<file path="config.mk">
export PLATFORM = sky130hd
export DESIGN_NAME = fpu_issue_arbiter_flat
export DESIGN_NICKNAME = d
export VERILOG_FILES = /design/src/rtl/fpu_arb_pkg.sv /design/src/rtl/fpu_issue_arbiter_if.sv /design/src/rtl/fpu_tag_fifo.sv /design/src/rtl/fpu_issue_arbiter.sv /design/src/flat_wrapper.sv
export SDC_FILE = /design/constraint.sdc
export NUM_CORES = 1
export LEC_CHECK = 0
export BUFFER_PORTS_ARGS = -buffer_cell sky130_fd_sc_hd__buf_4
export CORE_AREA = 3 3 162 164
export DETAILED_ROUTE_END_ITERATION = 6
export DIE_AREA = 0 0 165 167
export PLACE_DENSITY_LB_ADDON = 0.1
export SYNTH_ARGS = -nofsm -noshare
export SYNTH_HDL_FRONTEND = slang
export SYNTH_HIERARCHICAL = 1
export SYNTH_SLANG_ARGS = --single-unit
</file>
<file path="constraint.sdc">
create_clock -name clk -period 3.1 [get_ports clk]
set_input_delay 0.155 -clock clk [delete_from_list [all_inputs] [get_ports clk]]
set_output_delay 0.155 -clock clk [all_outputs]
set_load 0.005 [all_outputs]
</file>
<file path="src/rtl/fpu_arb_pkg.sv">
// Shared constants and the round-robin pick helper for the FPU issue arbiter.
package fpu_arb_pkg;

  localparam int OP_W          = 3;
  localparam int DATA_W        = 32;
  localparam int TAG_DEPTH_DEF = 4;
  localparam int MAX_REQ       = 8;

  typedef struct packed {
    logic       found;
    logic [2:0] idx;
  } rr_pick_t;

  // First set bit of valid, searching from ptr+1 upward and wrapping modulo num.
  // Iterating from the farthest candidate down lets the nearest one win last.
  function automatic rr_pick_t rr_pick(input logic [MAX_REQ-1:0] valid,
                                       input logic [2:0]         ptr,
                                       input int unsigned        num);
    rr_pick_t    r;
    int unsigned cand;
    logic [2:0]  cand3;
    r = '0;
    for (int k = MAX_REQ; k >= 1; k--) begin
      if (k <= int'(num)) begin
        cand  = (int'(ptr) + k) % num;
        cand3 = 3'(cand);
        if (valid[cand3]) begin
          r.found = 1'b1;
          r.idx   = cand3;
        end
      end
    end
    return r;
  endfunction

endpackage

</file>
<file path="src/rtl/fpu_issue_arbiter_if.sv">
// Requester-side bundle: packed per-requester request lanes plus the shared
// response strobe/data. Requester 0 occupies the LSBs of every packed lane.
interface fpu_issue_arbiter_if #(parameter int NUM_REQ = 4);
  import fpu_arb_pkg::*;

  logic [NUM_REQ-1:0]        req_valid;
  logic [NUM_REQ-1:0]        req_ready;
  logic [NUM_REQ*OP_W-1:0]   req_op;
  logic [NUM_REQ*DATA_W-1:0] req_operand_a;
  logic [NUM_REQ*DATA_W-1:0] req_operand_b;
  logic [NUM_REQ-1:0]        resp_valid;
  logic [DATA_W-1:0]         resp_result;

  modport master (
    output req_valid, req_op, req_operand_a, req_operand_b,
    input  req_ready, resp_valid, resp_result
  );

  modport slave (
    input  req_valid, req_op, req_operand_a, req_operand_b,
    output req_ready, resp_valid, resp_result
  );

endinterface

</file>
<file path="src/rtl/fpu_tag_fifo.sv">
// In-order FIFO of requester IDs for ops currently inside the FPU.
// full/empty derive from the registered count, so they never depend on
// same-cycle push/pop.
module fpu_tag_fifo #(
  parameter  int DEPTH = 4,
  parameter  int W     = 2,
  localparam int AW    = $clog2(DEPTH)
) (
  input  logic         clk,
  input  logic         reset,
  input  logic         push,
  input  logic [W-1:0] push_data,
  input  logic         pop,
  output logic [W-1:0] pop_data,
  output logic         full,
  output logic         empty,
  output logic [AW:0]  count
);

  logic [W-1:0]  mem [DEPTH];
  logic [AW-1:0] wr_ptr;
  logic [AW-1:0] rd_ptr;
  logic          do_push;
  logic          do_pop;

  // Status flags and the guarded push/pop strobes.
  always_comb begin
    full     = (count == (AW+1)'(DEPTH));
    empty    = (count == '0);
    do_push  = push & ~full;
    do_pop   = pop & ~empty;
    pop_data = mem[rd_ptr];
  end

  // Storage array; contents need no reset because count gates every read.
  always_ff @(posedge clk) begin
    if (do_push) mem[wr_ptr] <= push_data;
  end

  // Binary pointers wrap naturally at DEPTH (a power of two).
  always_ff @(posedge clk) begin
    if (reset) begin
      wr_ptr <= '0;
      rd_ptr <= '0;
      count  <= '0;
    end else begin
      if (do_push) wr_ptr <= wr_ptr + AW'(1);
      if (do_pop)  rd_ptr <= rd_ptr + AW'(1);
      case ({do_push, do_pop})
        2'b10:   count <= count + (AW+1)'(1);
        2'b01:   count <= count - (AW+1)'(1);
        default: count <= count;
      endcase
    end
  end

endmodule

</file>
<file path="src/rtl/fpu_issue_arbiter.sv">
// Round-robin issue arbiter sharing one pipelined FPU among NUM_REQ requesters.
// Accepted ops leave their requester ID in an in-order tag FIFO; each FPU
// result pops the head ID and is steered back to that requester with no added
// latency. Optional macro FPU_ARB_PERF_EN adds saturating issue/stall counters.
module fpu_issue_arbiter
  import fpu_arb_pkg::*;
#(
  parameter  int NUM_REQ   = 4,
  parameter  int TAG_DEPTH = TAG_DEPTH_DEF,
  localparam int ID_W      = $clog2(NUM_REQ)
) (
  input  logic              clk,
  input  logic              reset,
  fpu_issue_arbiter_if.slave req_if,
  output logic [OP_W-1:0]   fpu_op,
  output logic              fpu_start,
  output logic [DATA_W-1:0] fpu_operand_a,
  output logic [DATA_W-1:0] fpu_operand_b,
  input  logic              fpu_stall,
  input  logic              fpu_valid,
  input  logic [DATA_W-1:0] fpu_result,
  output logic              busy,
  output logic              tag_error
`ifdef FPU_ARB_PERF_EN
  ,
  output logic [31:0]       perf_issue_cnt,
  output logic [31:0]       perf_stall_cnt
`endif
);

  localparam int CNT_W = $clog2(TAG_DEPTH) + 1;

  logic [ID_W-1:0]    rr_ptr;
  logic [MAX_REQ-1:0] valid_ext;
  rr_pick_t           pick;
  logic [ID_W-1:0]    grant_id;
  logic               issue;
  logic               pop;
  logic               fifo_full;
  logic               fifo_empty;
  logic [ID_W-1:0]    head_id;
  logic [CNT_W-1:0]   fifo_count;
  logic               tag_err_q;

  // Grant selection, issue qualification and operand mux from the winner.
  always_comb begin
    valid_ext                = '0;
    valid_ext[NUM_REQ-1:0]   = req_if.req_valid;
    pick                     = rr_pick(valid_ext, 3'(rr_ptr), NUM_REQ);
    grant_id                 = ID_W'(pick.idx);
    issue                    = pick.found & ~fpu_stall & ~fifo_full & ~reset;
    fpu_start                = issue;
    fpu_op                   = '0;
    fpu_operand_a            = '0;
    fpu_operand_b            = '0;
    req_if.req_ready         = '0;
    for (int i = 0; i < NUM_REQ; i++) begin
      if (pick.found && (pick.idx == 3'(i))) begin
        fpu_op              = req_if.req_op[i*OP_W +: OP_W];
        fpu_operand_a       = req_if.req_operand_a[i*DATA_W +: DATA_W];
        fpu_operand_b       = req_if.req_operand_b[i*DATA_W +: DATA_W];
        req_if.req_ready[i] = issue;
      end
    end
  end

  // Result routing: the FIFO head names the requester that owns this result.
  always_comb begin
    pop                = fpu_valid & ~fifo_empty & ~reset;
    req_if.resp_valid  = '0;
    req_if.resp_result = fpu_result;
    for (int i = 0; i < NUM_REQ; i++) begin
      if (pop && (head_id == ID_W'(i))) req_if.resp_valid[i] = 1'b1;
    end
    busy      = (fifo_count != '0) & ~reset;
    tag_error = tag_err_q & ~reset;
  end

  // Round-robin pointer follows the last winner; sticky orphan-result flag.
  always_ff @(posedge clk) begin
    if (reset) begin
      rr_ptr    <= ID_W'(NUM_REQ - 1);
      tag_err_q <= 1'b0;
    end else begin
      if (issue) rr_ptr <= grant_id;
      if (fpu_valid && fifo_empty) tag_err_q <= 1'b1;
    end
  end

  fpu_tag_fifo #(
    .DEPTH (TAG_DEPTH),
    .W     (ID_W)
  ) u_tag_fifo (
    .clk       (clk),
    .reset     (reset),
    .push      (issue),
    .push_data (grant_id),
    .pop       (pop),
    .pop_data  (head_id),
    .full      (fifo_full),
    .empty     (fifo_empty),
    .count     (fifo_count)
  );

`ifdef FPU_ARB_PERF_EN
  // Saturating counters: accepted issues, and cycles where work waited.
  always_ff @(posedge clk) begin
    if (reset) begin
      perf_issue_cnt <= '0;
      perf_stall_cnt <= '0;
    end else begin
      if (issue && (perf_issue_cnt != '1))
        perf_issue_cnt <= perf_issue_cnt + 32'd1;
      if ((|req_if.req_valid) && !issue && (perf_stall_cnt != '1))
        perf_stall_cnt <= perf_stall_cnt + 32'd1;
    end
  end
`endif

endmodule

</file>
<file path="src/flat_wrapper.sv">
// flat-port wrapper written by rule: the top's interface ports become plain ports
module fpu_issue_arbiter_flat import fpu_arb_pkg::*;
#(
  parameter  int NUM_REQ   = 4,
  parameter  int TAG_DEPTH = TAG_DEPTH_DEF,
  localparam int ID_W      = $clog2(NUM_REQ)
)
  (clk, reset, fpu_op, fpu_start, fpu_operand_a, fpu_operand_b, fpu_stall, fpu_valid, fpu_result, busy, tag_error, req_if_req_valid, req_if_req_op, req_if_req_operand_a, req_if_req_operand_b, req_if_req_ready, req_if_resp_valid, req_if_resp_result);
  fpu_issue_arbiter_if #(.NUM_REQ(NUM_REQ)) req_if_i ();
  input  logic clk;
  input  logic reset;
  output logic [OP_W-1:0] fpu_op;
  output logic fpu_start;
  output logic [DATA_W-1:0] fpu_operand_a;
  output logic [DATA_W-1:0] fpu_operand_b;
  input  logic fpu_stall;
  input  logic fpu_valid;
  input  logic [DATA_W-1:0] fpu_result;
  output logic busy;
  output logic tag_error;
  input wire logic [$bits(req_if_i.req_valid)-1:0] req_if_req_valid;
  input wire logic [$bits(req_if_i.req_op)-1:0] req_if_req_op;
  input wire logic [$bits(req_if_i.req_operand_a)-1:0] req_if_req_operand_a;
  input wire logic [$bits(req_if_i.req_operand_b)-1:0] req_if_req_operand_b;
  output wire logic [$bits(req_if_i.req_ready)-1:0] req_if_req_ready;
  output wire logic [$bits(req_if_i.resp_valid)-1:0] req_if_resp_valid;
  output wire logic [$bits(req_if_i.resp_result)-1:0] req_if_resp_result;
  assign req_if_i.req_valid = req_if_req_valid;
  assign req_if_i.req_op = req_if_req_op;
  assign req_if_i.req_operand_a = req_if_req_operand_a;
  assign req_if_i.req_operand_b = req_if_req_operand_b;
  assign req_if_req_ready = req_if_i.req_ready;
  assign req_if_resp_valid = req_if_i.resp_valid;
  assign req_if_resp_result = req_if_i.resp_result;
  fpu_issue_arbiter #(.NUM_REQ(NUM_REQ), .TAG_DEPTH(TAG_DEPTH)) u_core (.clk(clk), .reset(reset), .req_if(req_if_i), .fpu_op(fpu_op), .fpu_start(fpu_start), .fpu_operand_a(fpu_operand_a), .fpu_operand_b(fpu_operand_b), .fpu_stall(fpu_stall), .fpu_valid(fpu_valid), .fpu_result(fpu_result), .busy(busy), .tag_error(tag_error));
endmodule
</file>
-- Yosys cells after proc, flatten, opt, wreduce, memory -nomap -nowiden
Memory sizes are Yosys's and may differ from the RTL's. A register that Yosys moved wholly into a read port is not among the register bits.
Index checks and enable logic that the tools add are counted.
- bits in registers: 10
- bits in writable memories: 8
- output and inout port bits: 110
- memories kept: 1
- add/subtract/negate cells: 8
- magnitude comparators: 4
- equal/unequal tests: 9
- mux-type cells: 37
- bitwise logic cells: 13
- reductions and logical operators: 14
- memory list (memory ; words ; bits a word ; rd ports ; clocked after memory_dff ; write ports ; RTL line ; text):
    u_core.u_tag_fifo.mem ; 4 ; 2 ; 1 ; 1 ; 1 ; fpu_tag_fifo.sv:20 ; logic [W-1:0] mem [DEPTH];
- operators with widths (operator ; count):
    2-to-1 mux 32 bit ; 8
    < comparator 2 x 4 -> 1 bit, second input constant ; 4
    2-to-1 mux 4 bit ; 4
    2-to-1 mux 1 bit ; 14
    2-to-1 mux 3 bit ; 4
    AND 1 bit ; 9
    logical AND 1 bit ; 9
    adder 2 x 1 -> 2 bit, second input constant ; 4
    binary-select mux 1 bit (select 2 bit) ; 4
    equality test 2 bit, second input constant ; 3
    equality test 3 x 2 -> 1 bit, second input constant ; 2
    zero test 3 bit ; 2
    case mux 3 bit (2 select lines) ; 1
    adder 2 bit, second input constant ; 2
    equality test 2 x 1 -> 1 bit, second input constant ; 2
    2-to-1 mux 2 bit ; 2
    inverter 1 bit ; 4
    adder 3 x 1 -> 3 bit, second input constant ; 1
    equality test 3 x 1 -> 1 bit, second input constant ; 1
    equality test 3 bit, second input constant ; 1
    nonzero test 3 bit ; 1
    subtractor 3 x 1 -> 3 bit, second input constant ; 1
    zero test 2 bit ; 1
    nonzero test 2 bit ; 1

-- Logic depth before layout (Yosys ltp)
- word-level depth: 13
- mapped depth: 14
- gate-level depth less buffers: 13

-- Modules after synthesis
The synthesis kept the hierarchy.
- modules (own cells, without submodules) (module ; times used ; cells each ; area each (um^2) ; seq. area each (um^2)):
    fpu_issue_arbiter ; 1 ; 322 ; 2313.5 ; 60.1
    fpu_tag_fifo ; 1 ; 64 ; 760.7 ; 420.4

-- Worst setup path after synthesis
OpenSTA, ideal clock, no wires.
- path kind: register -> register
- start: register u_core.u_tag_fifo.count[0]
- end: register u_core.u_tag_fifo.count[2]
- setup time: 70 ps
- arrival time: 2416 ps
- setup slack: 614 ps
- cell stages (with the launch flop): 14
- period minus slack after synthesis: 2486 ps
- cell sequence: dfxtp_1 -> nor3b_2 -> a211o_1 -> or2_2 -> inv_1 -> inv_1 -> nor2_1 -> inv_1 -> ha_1 -> inv_1 -> fa_1 -> xor2_1 -> or3_1 -> a21oi_1
- word-level cells in the longest chain between the ends: 7
- elaborated cells between the ends (all ways): 16
- classes of those cells: 2 x add/sub; 3 x eq/ne; 1 x mux; 8 x bitwise; 2 x reduce/logical
- RTL lines (what ; RTL line ; text):
    start: declaration ; fpu_tag_fifo.sv:17 ; output logic [AW:0] count
    start signal: assignment ; fpu_tag_fifo.sv:50 ; 2'b10: count <= count + (AW+1)'(1);
    start signal: assignment ; fpu_tag_fifo.sv:51 ; 2'b01: count <= count - (AW+1)'(1);
    start signal: assignment ; fpu_tag_fifo.sv:52 ; default: count <= count;
    equality test 3 bit * ; fpu_tag_fifo.sv:28 ; full = (count == (AW+1)'(DEPTH));
    named net u_core.fifo_full ; fpu_issue_arbiter.sv:39 ; logic fifo_full;
    inverter 1 bit * ; fpu_issue_arbiter.sv:51 ; issue = pick.found & ~fpu_stall & ~fifo_full & ~reset;
    AND 1 bit * (2 in a row) ; fpu_issue_arbiter.sv:51 ;
    named net fpu_start ; flat_wrapper.sv:13 ; output logic fpu_start;
    AND 1 bit * ; fpu_tag_fifo.sv:30 ; do_push = push & ~full;
    equality test 2 x 1 -> 1 bit or equality test 2 bit (tied branches) ; fpu_tag_fifo.sv:49 ; case ({do_push, do_pop})
    case mux 3 bit (2 select lines) or nonzero test 2 bit (tied branches) ; - ;
The timed path passes the listed nets; every way through them passes the cells marked *.
A chain may end at the register's enable or synchronous reset.

-- Final worst setup path
- start: register u_core.u_tag_fifo.count[0]
- end: register u_core.u_tag_fifo.count[2]
- word-level cells in the longest chain between the ends: 7
- elaborated cells between the ends (all ways): 16
- classes of those cells: 2 x add/sub; 3 x eq/ne; 1 x mux; 8 x bitwise; 2 x reduce/logical
- RTL lines (what ; RTL line):
    equality test 3 bit * ; fpu_tag_fifo.sv:28
    named net u_core.fifo_full ; fpu_issue_arbiter.sv:39
    inverter 1 bit * ; fpu_tag_fifo.sv:30, fpu_issue_arbiter.sv:51
    AND 1 bit (2 in a row) ; fpu_issue_arbiter.sv:51
    AND 1 bit * ; fpu_tag_fifo.sv:30
    equality test 2 x 1 -> 1 bit or equality test 2 bit (tied branches) ; fpu_tag_fifo.sv:49
    case mux 3 bit (2 select lines) or nonzero test 2 bit (tied branches) ; -
Marked as above.

==> impl_metrics.json <==
{
  "cts_tree": "done",
  "diodes": 0,
  "worst_pin_slew_ps": 672,
  "routed_via_density": 4.25,
  "yosysSeqAreaShare": 0.156,
  "start_util": 0.123,
  "synth_cells": 386,
  "postCtsSetupBuffers": 0,
  "async_flop_share": 0,
  "hold_path_class": "in -> reg",
  "syn_area_per_cell_um2": 7.96,
  "grt_use_total": 0.141,
  "maxCapViolations": 0,
  "reg2reg_depth": 13,
  "power_density_mw_per_mm2": 290,
  "post_cts_resized": 0,
  "clkSinkCount": 20,
  "synth_edf_count": 8,
  "whs_path_depth": 3,
  "grt_pass1_vias": 4694,
  "portBuffers": 353,
  "route.antenna.remaining_nets": 0,
  "grt_antenna_before_repair": 1,
  "vias": 4320,
  "cp_data_required_time_ps": 3280,
  "final_util": 0.238,
  "critPathCaptureType": "flip-flop",
  "htree_levels": 1,
  "synth_top_area_frac": 0.191,
  "die_y_um": 167,
  "period_minus_slack_ps": 2830,
  "finalInstanceArea_mm2": 0.00597,
  "nNetsFinal": 1002,
  "busiest_layer": "met2",
  "setup_viol": 0,
  "synth_area_mm2": 0.00307,
  "synth_warnings": 6,
  "rows": 58,
  "ctsHoldBuffers": 0,
  "cts-buffers-inserted": 3,
  "worstSetupStartpointType": "flip-flop",
  "synth_ff_type": "dfxtp_1",
  "crit_path_max_fanout": 6,
  "grt.met2_usage": 0.262,
  "worst_clock_skew_ps": 1.74,
  "maxSlewViolCount": 0,
  "syn_nets": 700,
  "drt_first_pass_iters": 4,
  "synth_area_leaders": "o2bb2ai_1, a221oi_1, nor2_1",
  "clk_pin_slew_ps": 60,
  "setup_tns_ps": 0,
  "insertion_delay_ps": 250,
  "final_hold_viol_count": 0,
  "grt-ovfl-total": 0,
  "coreArea_mm2": 0.0250,
  "outcome": "finished, final reports clean",
  "cts_buffer_depth": 2,
  "use_met1": 0.156,
  "grt_max_degree": 46,
  "power_w": 0.00173,
  "dieArea_mm2": 0.0276,
  "gp_congestion": 0.941,
  "areaGrowthSynthToFinish_pct": 94.2,
  "fmax_mhz": 353,
  "io_pins": 418,
  "grt_pass1_wl_um": 29700,
  "cts-root-buf": "clkbuf_16",
  "fillers": 2812,
  "fin_crit_sh": 0.915,
  "synth.largest_area_cell": "o2bb2ai_1",
  "drive_gt1_frac": 0.581,
  "layout_common_cells": "buf_4, nor2_1, o2bb2ai_1",
  "avgRoutedWirePerCell_um": 20.7,
  "rsz0062_at_grt": "false",
  "grtUsageMet3": 0.0460,
  "drtIter0Drc": 230,
  "holdWs_ps": 147,
  "cp.arrival_ps": 3020,
  "wirelength_um": 21100,
  "peakVddDrop_v": 0.000208,
  "route.detailed.drc": 0,
  "worstSetupPathType": "reg -> reg",
  "die_w_um": 165,
  "layout_commonest_cell": "buf_4",
  "dpl_cell_area_mm2": 0.00586,
  "dp_hpwl_um": 17700,
  "ys_ff_latch": 20,
  "synth_cell_type_count": 38,
  "cellLeakagePower_nw": 2.67,
  "maxSlewHeadroom": 0.552
}
==> synthesized netlist by cell type (3+ instances only) <==
cell type / n
a211o_1: 3
a21oi_1: 9
a221oi_1: 48
a221oi_2: 19
and2_1: 6
buf_1: 3
buf_2: 10
buf_4: 35
buf_6: 3
clkbuf_1: 18
dfxtp_1: 12
edfxtp_1: 8
ha_1: 5
inv_1: 13
nand2_1: 3
nor2_1: 86
nor2b_1: 4
nor3_1: 3
o21ai_0: 8
o2bb2ai_1: 67
or3_1: 3
xor2_1: 3
==> layout make-up <==
type                       count  area [µm²]  share of cell area
clock buffer                   3        75.1              0.0126
clock inverter                 1        30.0             0.00503
inverter                      13        48.8             0.00817
multi-input combinational    284        2150               0.360
sequential                    20         480              0.0805
tap                          330         413              0.0692
timing repair buffer         366        2770               0.464
==> state kept, by name, indices dropped and copies added (netlist names), named ones only <==
signal / count
u_core/u_tag_fifo/mem: 8
u_core/u_tag_fifo/count: 3
u_core/rr_ptr: 2
u_core/u_tag_fifo/rd_ptr: 2
u_core/u_tag_fifo/wr_ptr: 2
u_core/tag_err_q: 1
==> stage by stage <==
stage,worst slack [ps],std cells
floorplan,614,386
global placement,387,1013
detailed placement,214,1013
CTS,202,1017
global route,32.3,1017
finish,265,1017
==> kinds of logic after synthesis <==
family | after synthesis | share of synthesized area
adder cells (fa/ha/maj) | 6 | 0.0269
buffers and inverters | 82 | 0.154
XOR/XNOR | 3 | 0.00855
AND/OR/NAND/NOR | 112 | 0.159
multiplexers | 2 | 0.0147
AO/OA/AOI/OAI | 161 | 0.480
flip-flops | 20 | 0.156
==> power breakdown <==
part / leakage (nW) / switching, W / internal, W
logic: 2.45 / 0.000471 / 0.000606
registers: 0.171 / 0.0000138 / 0.000287
clock network: 0.0511 / 0.0000969 / 0.000256
total: 2.67 / 0.000582 / 0.00115
==> worst paths after layout <==
kind,start,end,slack [ps]
max,u_core/u_tag_fifo/count[0],u_core/u_tag_fifo/count[2],270
min,fpu_valid,u_core/tag_err_q,150
max reg2reg,u_core/u_tag_fifo/count[0],u_core/u_tag_fifo/count[2],270
min reg2reg,u_core/tag_err_q,u_core/tag_err_q,460
==> worst max-delay path, cell delays in order, from the launching register on <==
cell and delay, ps:
dfxtp_1 490, nor3b_4 110, a211o_1 300, or2_2 310, inv_1 130, inv_1 100
nor2_1 210, inv_1 80, ha_1 230, inv_1 70, fa_1 190, xor2_1 80
or3_1 320, a21oi_1 150
==> metal layers <==
metal	vias up	wire length (µm)
met3	18	1810
li1	2088	-
met1	2017	7730
met5	-	13
met4	2	311
met2	195	11200
Power figures use the tool's default switching activity.
